## src/rtl/b_syn_updown.sv

```systemverilog
// Up/down modulo counter with enable prescaler, synchronous load and wrap/saturate end behaviour.
// Latency: c and co update one cycle after the deciding edge; tc is combinational from c and up.
// Backpressure: none; en gates both prescaler progress and count steps, ld pre-empts a step.
module b_syn_updown #(
    parameter int WIDTH    = 4,
    parameter int MODULUS  = 16,
    parameter int PRESCALE = 1,
    parameter int SAT      = 0
) (
    input  logic             clk,
    input  logic             re,
    input  logic             en,
    input  logic             up,
    input  logic             ld,
    input  logic [WIDTH-1:0] d,
    output logic [WIDTH-1:0] c,
    output logic             tc,
    output logic             co
);

    localparam int PW = (PRESCALE > 1) ? $clog2(PRESCALE) : 1;
    localparam logic [WIDTH-1:0] C_MAX = WIDTH'(MODULUS - 1);
    localparam logic [PW-1:0]    P_MAX = PW'(PRESCALE - 1);

    logic [WIDTH-1:0] c_q, c_d;
    logic [PW-1:0]    p_q, p_d;
    logic             co_q, co_d;

    always_comb begin
        c_d  = c_q;
        p_d  = p_q;
        co_d = 1'b0;
        if (ld) begin
            // Out-of-range load values clamp to the top of the range.
            c_d = (d > C_MAX) ? C_MAX : d;
            p_d = '0;
        end else if (en) begin
            if (p_q != P_MAX) begin
                p_d = p_q + 1'b1;
            end else begin
                p_d = '0;
                if (up) begin
                    if (c_q != C_MAX) begin
                        c_d = c_q + 1'b1;
                    end else if (SAT == 0) begin
                        c_d  = '0;
                        co_d = 1'b1;
                    end
                end else begin
                    if (c_q != '0) begin
                        c_d = c_q - 1'b1;
                    end else if (SAT == 0) begin
                        c_d  = C_MAX;
                        co_d = 1'b1;
                    end
                end
            end
        end
    end

    always_ff @(posedge clk) begin
        if (re) begin
            c_q  <= '0;
            p_q  <= '0;
            co_q <= 1'b0;
        end else begin
            c_q  <= c_d;
            p_q  <= p_d;
            co_q <= co_d;
        end
    end

    assign c  = c_q;
    assign co = co_q;
    assign tc = up ? (c_q == C_MAX) : (c_q == '0);

endmodule

```

## config.mk

```make
export PLATFORM = sky130hd
export DESIGN_NAME = b_syn_updown
export DESIGN_NICKNAME = d
export VERILOG_FILES = /design/src/rtl/b_syn_updown.sv
export SDC_FILE = /design/constraint.sdc
export NUM_CORES = 1
export LEC_CHECK = 0
export BUFFER_PORTS_ARGS = -buffer_cell sky130_fd_sc_hd__buf_2
export CAP_MARGIN = 20
export CORE_AREA = 2 2 39 41
export CTS_BUF_LIST = sky130_fd_sc_hd__clkbuf_16
export DETAILED_ROUTE_END_ITERATION = 7
export DIE_AREA = 0 0 41 43
export SYNTH_ARGS = -nofsm -noshare
export SYNTH_HDL_FRONTEND = slang
export SYNTH_SLANG_ARGS = --single-unit
```

## constraint.sdc

```tcl
create_clock -name clk -period 1.9 [get_ports clk]
set_clock_uncertainty 0.2 [all_clocks]
set_input_delay 0.095 -clock clk [delete_from_list [all_inputs] [get_ports clk]]
set_output_delay 0.095 -clock clk [all_outputs]
set_load 0.1 [all_outputs]
```

## Word level (Yosys, flattened, before mapping)

Cells that the tools add are included.

- Flip-flop bits (word level): 6
- Logic and storage cells: 29
- Output and inout port bits: 6
- Bits of input ports: 9

- Bitwise gates (word level): 1
- Equality and inequality tests: 3
- Reductions and logical operators: 6
- Mux-type cells: 12
- $lt $le $gt $ge: 1
- $add $sub $neg: 3

Operator list:

| cell | count |
|---|---|
| $mux 4 | 7 |
| $mux 1 | 5 |
| $add 4x1->4 const B | 1 |
| $eq 4x4->1 const B | 1 |
| $gt 4x4->1 const B | 1 |
| $logic_not 4->1 | 1 |
| $ne 4x4->1 const B | 1 |
| $reduce_bool 4->1 | 1 |
| $reduce_or 4->1 | 1 |
| $sub 4x1->4 const B | 1 |
| $ne 2x2->1 const B | 1 |
| $reduce_and 2->1 | 1 |
| $reduce_bool 2->1 | 1 |
| $reduce_or 2->1 | 1 |
| $add 1x1->1 const B | 1 |
| $not 1->1 | 1 |

## Logic depth before layout (Yosys ltp)

- Depth after elaboration: 6
- Gate-level depth with buffers: 5

## Worst setup path before layout

Ideal clock, no wire load.

- Kind: register to output
- Start: register c_q[0], in the netlist c[0]
- End: output tc
- Arrival: 2.164 ns
- Required time: 1.605 ns
- Path slack: -0.559 ns
- Stages on the path, launching flop included: 6
- Cells stage by stage: dfxtp_1 -> inv_1 -> ha_1 -> nor4b_2 -> a41oi_1 -> inv_1

- Word-level cells in the longest chain between the ends: 2
- Elaborated cells between the ends (all ways): 3

RTL lines:

| item | RTL line | text |
|---|---|---|
| start: declaration | 25 | `logic [WIDTH-1:0] c_q, c_d;` |
| start signal: assignment | 63 | `c_q <= '0;` |
| start signal: assignment | 67 | `c_q <= c_d;` |
| $eq 4x4->1 or $logic_not 4->1 (tied branches) | 75 | `assign tc = up ? (c_q == C_MAX) : (c_q == '0);` |
| $mux 1 * | 75 |  |
| end: declaration | 17 | `output logic tc,` |

Mark *: on every way between the ends. The rest lies on a longest branch, timed or not.

## Worst setup path in the final report

- Start: register c_q[1], in the netlist c[1]
- End: output tc

Same word-level chain as after synthesis.

==> summary by stage <==
Pwr
Summing internal, switching and leakage power gives between 0.6 and 0.7 mW. The leakage power figure is roughly 0.27 nW. Power spread over the standard cell area amounts to ~990 nW/um^2. VDD sags by at most between 500 and 600 uV.

Yosys
When the netlist entered floorplanning its net count stood at about 60. The netlist uses 31 different library cells. Synthesis produced a netlist whose cell count is 50. In the synthesized netlist the dominant register cell turns out to be sky130_fd_sc_hd__dfxtp_1. By area the synthesized netlist is led by sky130_fd_sc_hd__dfxtp_1, sky130_fd_sc_hd__inv_1, sky130_fd_sc_hd__ha_1. In this run the mean area of a mapped cell was ~8.4 sq um.

The number of synthesized register bits is 5. The yosys synthesis warning count is 0. The share of the yosys chip area belonging to registers is about a quarter. The post-synthesis instance area is around 420 sq um. The cell type contributing the most total cell area after synthesis is sky130_fd_sc_hd__dfxtp_1. The share of synthesized area in the top cell type comes to a little under a quarter. In this run, synthesis inferred 0 flip-flops with an integrated enable. The async set-or-reset flop fraction in the synthesized netlist is 0%.

Timing
The slew of the pin with the lowest slew margin is just under 500 ps. The accumulated negative setup slack is 0 ps. Setup violations remaining at the end of the flow were counted as 0. The total count of max-transition violations in the final report was 0. The fmax is roughly 540 MHz. The part of the cycle the worst path needs is between 90% and 100%.

The final critical delay including setup and external delays is 1838 ps. Setup repair after global routing left no endpoint under its margin. The number of hold violations in the final report is 1. The relative max-transition margin is between 60% and 70%. The worst-case setup margin in the final layout is between 60 and 70 ps. The worst hold slack across all endpoints is -2.661 ps.

Finish
The post-layout net count is 79. The ratio of cells with drive above 1 in the final layout is between 40% and 50%. The count of fill cells added during filler insertion is 140. In the layout the commonest cells are sky130_fd_sc_hd__buf_2, sky130_fd_sc_hd__inv_1, sky130_fd_sc_hd__dfxtp_4, sky130_fd_sc_hd__dlygate4sd3_1. The area growth from synthesis to final layout is 56.97%.

The repair_antennas step left the layout with diodes totalling 0. The most common cell after layout, fill and taps aside is sky130_fd_sc_hd__buf_2.

Floorplanning
The site row count is 14. The vertical die dimension is about 43 um. The horizontal die dimension is between 40 and 50 um. During I/O placement, the number of pins put on the boundary was 15. For this configuration, the core starts out at a cell density of 30.47%.

The placeable core region is 1384 sq um. The area enclosed by the die boundary is approximately 1800 sq um.

Drt
The routed wire length is approximately 1100 um. The vias after detailed routing is 441. The average detailed-routed wire length per instance is roughly 13 um. The remaining routing DRC violations is 0. Using the TritonRoute via totals, the vias-per-cell ratio works out to around 5.3.

The iteration count of the initial detailed-routing pass is 4. The DRC violation total after the first TritonRoute iteration is 5. In this run the remaining antenna-violating nets after routing total 0.

Placement
The half-perimeter wire length of the detailed placement result is approximately 760 um. The placement-stage worst setup slack is 270.7 ps. The routability congestion estimate is 0.8537.

Buffers placed on the I/O ports in this run total 14.

Setup path
The kind of critical path is reg -> out. The endpoint identified for the worst register-to-register timing path is c[2]. Counting cells, the worst reg-to-reg path comes to 4. The worst setup path is launched from a register. The biggest fanout along the worst timing path is 7. At the worst endpoint, the required time is between 1500 and 2000 ps.

For this run, the slowest stage of the critical path takes approximately 370 ps. The worst setup path is captured at a primary output. The launch instance of the worst register-to-register path is c[0]. The setup slack on the worst flop-to-flop path is 250 ps.

Among all stages on the critical path, the largest delay is contributed by sky130_fd_sc_hd__dfxtp_4. For the worst setup path, the data arrival time is 1540 ps. The critical path goes through inv_2, ha_4, nor4b_4, a41oi_2, clkinvlp_4, buf_12.

GRT
Entering global routing, the biggest net connects 12 pins. The number of antenna violations at the first check in global routing was 0. The first global-routing pass estimated 1821 um of wire.

The total global routing track utilization is 15.91%. The remaining global-route overflow is 0. The via count of the first global-routing pass is between 400 and 500.

Clock tree
CTS built an H-tree with a depth of 1. Clock tree synthesis found a total of 5 sinks. The clock slew seen by the registers of the worst setup and hold paths is roughly 30 ps.

Clock tree synthesis selected as its root buffer the cell sky130_fd_sc_hd__clkbuf_16. In this run the deepest clock path goes through 2 buffers. The CTS tree is done. The total of cells resized after clock tree synthesis is 0. At the later pin of the worst-skew pair, clock insertion delay measures 230 ps. The total CTS buffers is 3.

Run
The max-capacitance violation count is 0.

Worst hold path
The worst hold path passes through 2 cells. The startpoint identified for the worst hold timing path is ld. The class of the most critical hold timing path is in -> reg. The end of the worst hold path is co.

Run status
The final reports fail on negative hold slack. The flow ran to the end, but the final reports show violations.
worst max-delay path: cells and delay by family (launching register included):
kind	cells	cell delay, ps
simple gates	1	130
flops	1	370
buf+inv	3	390
fa+ha+maj	1	160
compound gates	1	260
report_power, final:
group / internal [mW] / leakage [nW] / total [mW] / switching [mW]
sequential: 0.114 / 0.0437 / 0.133 / 0.0197
combinational: 0.0613 / 0.182 / 0.178 / 0.117
clock: 0.273 / 0.0423 / 0.346 / 0.0726
total: 0.448 / 0.268 / 0.657 / 0.209
routing by layer:
| metal | global-route usage (%) | part of all wire, % | up-vias |
|---|---|---|---|
| met4 | 8.000 | 0.99 | 0 |
| met1 | 18.83 | 46 | 205 |
| met5 | 0 | 0 | - |
| li1 | - | - | 220 |
| met3 | 6.283 | 5.1 | 2 |
| met2 | 23.75 | 48 | 14 |
cell type report:
class,count,area [sq um],share of cell area (%)
sequential,5,115.1,17.39
clock buffer,3,75.07,11.34
inverter,7,32.53,4.915
multi-input combinational,33,290.3,43.86
tap,16,20.02,3.025
clock inverter,1,3.754,0.5671
timing repair buffer,18,125.1,18.90
cell usage after synthesis (all sizes together) (2+ instances only):
master / instances
inv: 7
buf: 5
dfxtp: 5
nand3b: 3
a2111oi: 2
a21oi: 2
ha: 2
nand2: 2
nor2: 2
nor3: 2
nor4b: 2
worst max-delay path by stage:
stage	startpoint	endpoint	slack, ps
2_1_floorplan	c[1]	tc	7
3_3_place_gp	c[0]	c[2]	300
3_5_place_dp	c[0]	c[2]	270
4_1_cts	c[1]	tc	50
5_1_grt	c[1]	tc	20
6_report	c[1]	tc	60
repair_timing:
| action | in CTS | in global routing |
|---|---|---|
| buffers inserted | 0 | 0 |
| hold buffers | 4 | 0 |
| hold endpoints to repair | 4 | 0 |
state kept, by name, summed over array words and instances, names as in the netlist:
| signal | count |
|---|---|
| c | 4 |
| co | 1 |
kinds of logic (layout without fill, tap and decap cells):
| group | after synthesis | after routing | synth area share, % |
|---|---|---|---|
| mux | 2 | 2 | 5.934 |
| flops | 5 | 5 | 23.74 |
| xor+xnor | 1 | 1 | 2.078 |
| simple gates | 17 | 17 | 26.41 |
| fa+ha+maj | 2 | 2 | 5.934 |
| compound gates | 11 | 11 | 21.66 |
| buf+inv | 12 | 29 | 14.24 |
per-stage QoR:
step | instance area, sq um | cells | util, % | hold WS (ps)
after floorplan | 471.7 | 50 | - | -45.64
after global placement | 543.0 | 75 | 39.24 | 153.2
after detailed placement | 543.0 | 75 | 39.24 | 154.3
after CTS | 661.9 | 83 | 47.83 | 2.965
after global routing | 661.9 | 83 | 47.83 | 23.88
final | 661.9 | 83 | 47.83 | -2.661
(Power assumes the default switching activity.)
